## config.mk

```make
export PLATFORM = sky130hd
export DESIGN_NAME = dda_state_tx
export DESIGN_NICKNAME = d
export VERILOG_FILES = /design/src/rtl/dda_state_tx.sv
export SDC_FILE = /design/constraint.sdc
export NUM_CORES = 1
export LEC_CHECK = 0
export CORE_ASPECT_RATIO = 1.2
export CORE_MARGIN = 2
export CORE_UTILIZATION = 53
export CTS_CLUSTER_SIZE = 25
export DETAILED_ROUTE_END_ITERATION = 12
export GPL_TIMING_DRIVEN = 0
export PLACE_DENSITY = 0.9
export SYNTH_ARGS = -nofsm -noshare
export SYNTH_HDL_FRONTEND = slang
export SYNTH_SLANG_ARGS = --single-unit
```

## constraint.sdc

```tcl
create_clock -name clk -period 3.5 [get_ports clk]
set_input_delay 0.875 -clock clk [delete_from_list [all_inputs] [get_ports clk]]
set_output_delay 0.875 -clock clk [all_outputs]
set_load 0.005 [all_outputs]
```

## src/rtl/dda_state_tx.sv

```systemverilog
// Lorenz DDA state framer: decimates solver steps, snapshots x/y/z and streams a sequence-numbered
// byte frame through the UART handshake. Define DDA_TX_CHECKSUM_EN to append an XOR checksum byte.
module dda_state_tx #(
    parameter int          N     = 16,
    parameter int          DECIM = 16,
    parameter logic [7:0]  SYNC  = 8'hA5
) (
    input  logic         clk,
    input  logic         rst,
    input  logic         step_valid,
    input  logic [N-1:0] x,
    input  logic [N-1:0] y,
    input  logic [N-1:0] z,
    input  logic         uart_busy,
    output logic         uart_transmit,
    output logic [7:0]   uart_tx_byte,
    output logic         frame_busy,
    output logic [7:0]   drop_count
);

`ifdef DDA_TX_CHECKSUM_EN
    localparam int FRAME_LEN = 9;
`else
    localparam int FRAME_LEN = 8;
`endif
    localparam logic [3:0] LAST_IDX = 4'(FRAME_LEN - 1);
    localparam logic [7:0] DEC_LAST = 8'(DECIM - 1);

    typedef enum logic [1:0] {
        ST_IDLE = 2'd0,
        ST_SEND = 2'd1,
        ST_HOLD = 2'd2,
        ST_WAIT = 2'd3
    } state_e;

    state_e        state_q, state_d;
    logic [3:0]    idx_q, idx_d;
    logic          hold_q, hold_d;
    logic [47:0]   snap_q, snap_d;
    logic [7:0]    seq_q, seq_d;
    logic [7:0]    dec_q, dec_d;
    logic [7:0]    drop_q, drop_d;
    logic          tx_q, tx_d;
    logic [7:0]    byte_q, byte_d;
    logic          busy_q, busy_d;
    logic          due_s;

    function automatic logic [7:0] frame_byte(input logic [3:0]  idx,
                                              input logic [7:0]  seq,
                                              input logic [47:0] snap);
        logic [7:0] b;
        case (idx)
            4'd0:    b = SYNC;
            4'd1:    b = seq;
            4'd2:    b = snap[47:40];
            4'd3:    b = snap[39:32];
            4'd4:    b = snap[31:24];
            4'd5:    b = snap[23:16];
            4'd6:    b = snap[15:8];
            4'd7:    b = snap[7:0];
`ifdef DDA_TX_CHECKSUM_EN
            4'd8:    b = seq ^ snap[47:40] ^ snap[39:32] ^ snap[31:24]
                         ^ snap[23:16] ^ snap[15:8] ^ snap[7:0];
`endif
            default: b = 8'h00;
        endcase
        return b;
    endfunction

    // Next-state, decimator, drop counter and UART request logic.
    always_comb begin
        state_d = state_q;
        idx_d   = idx_q;
        hold_d  = hold_q;
        snap_d  = snap_q;
        seq_d   = seq_q;
        dec_d   = dec_q;
        drop_d  = drop_q;
        tx_d    = 1'b0;
        byte_d  = byte_q;
        due_s   = step_valid && (dec_q == DEC_LAST);

        if (step_valid) begin
            dec_d = due_s ? 8'd0 : dec_q + 8'd1;
        end else begin
            dec_d = dec_q;
        end

        // The cycle leaving WAIT for IDLE is still busy, so a capture there is dropped.
        if (due_s && (state_q != ST_IDLE) && (drop_q != 8'hFF)) begin
            drop_d = drop_q + 8'd1;
        end else begin
            drop_d = drop_q;
        end

        case (state_q)
            ST_IDLE: begin
                if (due_s) begin
                    snap_d  = {x, y, z};
                    idx_d   = 4'd0;
                    state_d = ST_SEND;
                end else begin
                    state_d = ST_IDLE;
                end
            end
            ST_SEND: begin
                if (!uart_busy) begin
                    tx_d    = 1'b1;
                    byte_d  = frame_byte(idx_q, seq_q, snap_q);
                    hold_d  = 1'b0;
                    state_d = ST_HOLD;
                end else begin
                    state_d = ST_SEND;
                end
            end
            ST_HOLD: begin
                if (hold_q) begin
                    state_d = ST_WAIT;
                end else begin
                    hold_d = 1'b1;
                end
            end
            ST_WAIT: begin
                if (!uart_busy) begin
                    if (idx_q == LAST_IDX) begin
                        seq_d   = seq_q + 8'd1;
                        state_d = ST_IDLE;
                    end else begin
                        idx_d   = idx_q + 4'd1;
                        state_d = ST_SEND;
                    end
                end else begin
                    state_d = ST_WAIT;
                end
            end
            default: state_d = ST_IDLE;
        endcase

        busy_d = (state_d != ST_IDLE);
    end

    // State and output registers; reset aborts any frame in flight.
    always_ff @(posedge clk or posedge rst) begin
        if (rst) begin
            state_q <= ST_IDLE;
            idx_q   <= 4'd0;
            hold_q  <= 1'b0;
            snap_q  <= 48'd0;
            seq_q   <= 8'd0;
            dec_q   <= 8'd0;
            drop_q  <= 8'd0;
            tx_q    <= 1'b0;
            byte_q  <= 8'h00;
            busy_q  <= 1'b0;
        end else begin
            state_q <= state_d;
            idx_q   <= idx_d;
            hold_q  <= hold_d;
            snap_q  <= snap_d;
            seq_q   <= seq_d;
            dec_q   <= dec_d;
            drop_q  <= drop_d;
            tx_q    <= tx_d;
            byte_q  <= byte_d;
            busy_q  <= busy_d;
        end
    end

    assign uart_transmit = tx_q;
    assign uart_tx_byte  = byte_q;
    assign frame_busy    = busy_q;
    assign drop_count    = drop_q;

endmodule
```

==> impl_metrics.py <==
metrics = {
    "status": {
        "outcome": "finished clean",
    },
    "finish": {
        "most-common-layout-cells": "nand2_1, dfrtp_1, clkdlybuf4s50_1, clkbuf_1, nor2_1",
        "area_delta_synth_final_pct": 25.70,
        "diodes": 0,
        "mostFrequentLayoutCell": "nand2_1",
        "fillers": 584,
        "fin_nets": 586,
        "layout-drive-gt1-share": 0.05085,
    },
    "clock_tree": {
        "post-cts-setup-buffer-count": 0,
        "clkLatencyLatePin_ns": 0.36,
        "ctsHoldBuffers": 0,
        "cts_buffer_depth": 2,
        "cts_resized": 0,
        "cts_sinks": 89,
        "cts_tree": "built",
        "cts_buffers": 9,
        "clk_pin_slew_ns": 0.09,
        "htreeDepth": 3,
        "cts_root_buffer": "clkbuf_8",
    },
    "critical_path": {
        "crit_slowest_cell": "clkdlybuf4s50_1",
        "critPathBufInv": 3,
        "worstPathMaxFanout": 10,
        "start_kind": "primary input",
        "criticalPathCategory": "in -> reg",
        "arrival_ns": 2.88,
        "cp_common_cell": "clkbuf_1",
        "end_kind": "flop",
        "critPathMaxStageDelay_ns": 0.59,
        "path_cells": "clkdlybuf4s50_1 > and4_1 > and3_1 > clkbuf_1 > clkbuf_1 > nor2_1 > a22o_1",
        "critPathRequiredTime_ns": 3.74,
        "cp_top_family": "buffers and inverters",
    },
    "sta": {
        "finalMaxSlewViolations": 0,
        "rsz0062_at_grt": "no",
        "tightest_slew_ns": 0.6246,
        "finalSetupTns_ns": 0,
        "slew_headroom": 0.5728,
        "min_period_over_period": 0.7532,
        "max_freq_mhz": 379.3,
        "fin_hold_ws_ns": 0.4859,
        "fin_crit_ns": 2.636,
        "setup-violations-final": 0,
        "skew_ns": 0.009668,
        "finalHoldViolations": 0,
    },
    "synthesis": {
        "synth_compound_area_frac": 0.08857,
        "synth_fa_ha_area_frac": 0.02116,
        "avgSynthCellArea_um2": 9.280,
        "synth_top_family_by_area": "simple AND/OR/NAND/NOR gates",
        "ys_types": 48,
        "yosysSeqAreaShare": 0.5381,
        "synth_ff_type": "dfrtp_1",
        "synth-edff-count": 0,
        "synth_seq_cells": 89,
        "synth_mux_area_frac": 0.02570,
        "syn_nets": 505,
        "syn_inst": 446,
        "synth_area_mm2": 0.004139,
        "synth-simple-area-share": 0.2567,
        "synthArstFlopShare": 1.000,
        "synth_warnings": 0,
        "synth_xor_area_frac": 0.03809,
    },
    "drt": {
        "wire_per_inst_um": 16.42,
        "drt_first_iter_violations": 284,
        "remaining_drc_errors": 0,
        "via_per_inst": 5.721,
        "vias": 3564,
        "ant_nets": 0,
        "wirelength_um": 10230,
        "drt_pass1_iterations": 5,
    },
    "power": {
        "p_leak_nw": 2.518,
        "peakVddDrop_mv": 0.3897,
        "combPwrFrac": 0.323,
        "p_per_area_mw_per_mm2": 680.8,
        "intPower_mw": 2.305,
        "pwr-share-seq": 0.450,
        "p_clk_frac": 0.227,
        "swShare": 0.3492,
        "switchingPower_mw": 1.237,
    },
    "global_route": {
        "grt_max_degree": 51,
        "grt_util_all_layers": 0.2543,
        "gr-total-overflow": 0,
        "grt_pass1_vias": 3552,
        "grt_pass1_wl_um": 16920,
        "grt_antenna_before_repair": 0,
    },
    "die": {
        "die_area_mm2": 0.008535,
        "core_area_mm2": 0.007620,
        "start_util": 0.5432,
        "die_h_um": 100.8,
        "dieWidth_um": 84.67,
        "ios": 70,
        "row_count": 35,
    },
    "place": {
        "hpwl_um": 7531,
        "routabilityCongestion": 0.9225,
        "port_buffers": 69,
    },
    "flow_run": {
        "max-cap-violations": 0,
    },
    "hold_path": {
        "hp-class": "reg -> reg",
    },
}
[worst min-delay path, delay by kind of cell, from the launching register on]
family / cells / cell delay (ns)
and+or+nand+nor: 2 / 0.10
DFF: 1 / 0.35
[synth_stat cells, types with 2 or more instances]
master,instances,area [µm²]
a211oi_1,2,15.01
a21oi_1,10,50.05
a221o_1,2,20.02
a221oi_1,2,17.52
a222oi_1,2,20.02
a22o_1,4,35.03
a22oi_1,10,75.07
a32oi_1,2,17.52
and2_1,2,12.51
and3_1,4,25.02
and4_1,3,26.28
clkbuf_1,23,86.33
dfrtp_1,89,2227
ha_1,7,87.58
inv_1,8,30.03
mux2_2,4,45.04
mux2i_1,5,50.05
nand2_1,165,619.3
nand2b_1,4,25.02
nand3_1,14,70.07
nand3b_1,4,30.03
nand4_1,7,43.79
nor2_1,19,71.32
nor3_1,4,20.02
nor4_1,3,18.77
o21ai_0,6,30.03
o21bai_1,2,15.01
o22ai_1,2,12.51
or3_1,2,12.51
xnor2_1,9,78.83
xor2_1,9,78.83
[sequential cells by signal, summed over array words and instances (netlist names), 2 cells and up]
signal	flops
snap_q	48
idx_q	4
drop_count	8
seq_q	8
dec_q	8
state_q	2
uart_tx_byte	8
[through the flow]
step | setup slack, ns | util | area [µm²] | cells | power, mW
final | 0.8637 | 0.6828 | 5202 | 623 | 3.542
after global routing | 0.7514 | 0.6828 | 5202 | 623 | 3.773
after CTS | 0.8933 | 0.6828 | 5202 | 623 | 3.528
after detailed placement | 0.5245 | 0.6529 | 4975 | 608 | 2.733
after global placement | -0.8909 | 0.6489 | 4945 | 607 | 2.657
after floorplan | 0.3181 | - | 4139 | 446 | 2.269
[path summary, 6_finish.rpt]
kind / startpoint / slack [ns] / depth (start not counted) / end
worst max-delay path: step_valid / 0.86 / 7 / idx_q[3]
worst min-delay path: snap_q[31] / 0.49 / 2 / snap_q[31]
worst max register to register: idx_q[1] / 1.13 / 8 / uart_tx_byte[5]
worst min register to register: snap_q[31] / 0.49 / 2 / snap_q[31]
max in group asynchronous: rst / 1.99 / 3 / snap_q[39]
min in group asynchronous: rst / 0.91 / 2 / seq_q[6]
[area by class of cell]
type | count | area [µm²] | share of cell area
multi-input cells | 324 | 1780 | 0.3422
plain buffers | 25 | 101.3 | 0.01948
flip-flops and latches | 89 | 2227 | 0.4281
clock buffers | 11 | 151.4 | 0.02910
well taps | 92 | 115.1 | 0.02213
repair buffers | 70 | 718.2 | 0.1380
inverters | 8 | 32.53 | 0.006253
clock inverters | 4 | 76.32 | 0.01467
[power by group through the flow]
stage	logic [mW]	clock network (mW)	registers [mW]
after detailed placement	1.12	0	1.61
after global routing	1.29	0.852	1.64
after CTS	1.13	0.806	1.59
after floorplan	0.729	0	1.54
final	1.14	0.804	1.59
after global placement	1.07	0	1.59
[cell families (layout without fill, tap and decap cells)]
| group | Yosys count | after routing |
|---|---|---|
| simple gates | 238 | 238 |
| fa+ha+maj | 7 | 7 |
| compound gates | 51 | 51 |
| buf+inv | 33 | 118 |
| mux | 10 | 10 |
| flops | 89 | 89 |
| xor+xnor | 18 | 18 |
[per-layer routing]
layer	share of wire	up-vias	wire (µm)	GRT usage
li1	-	1653	-	-
met1	0.39	1740	4022	0.3158
met2	0.52	148	5299	0.4337
met3	0.062	23	634	0.04832
met4	0.027	0	272	0.1136
met5	0	-	0	0
(Power assumes the default switching activity.)
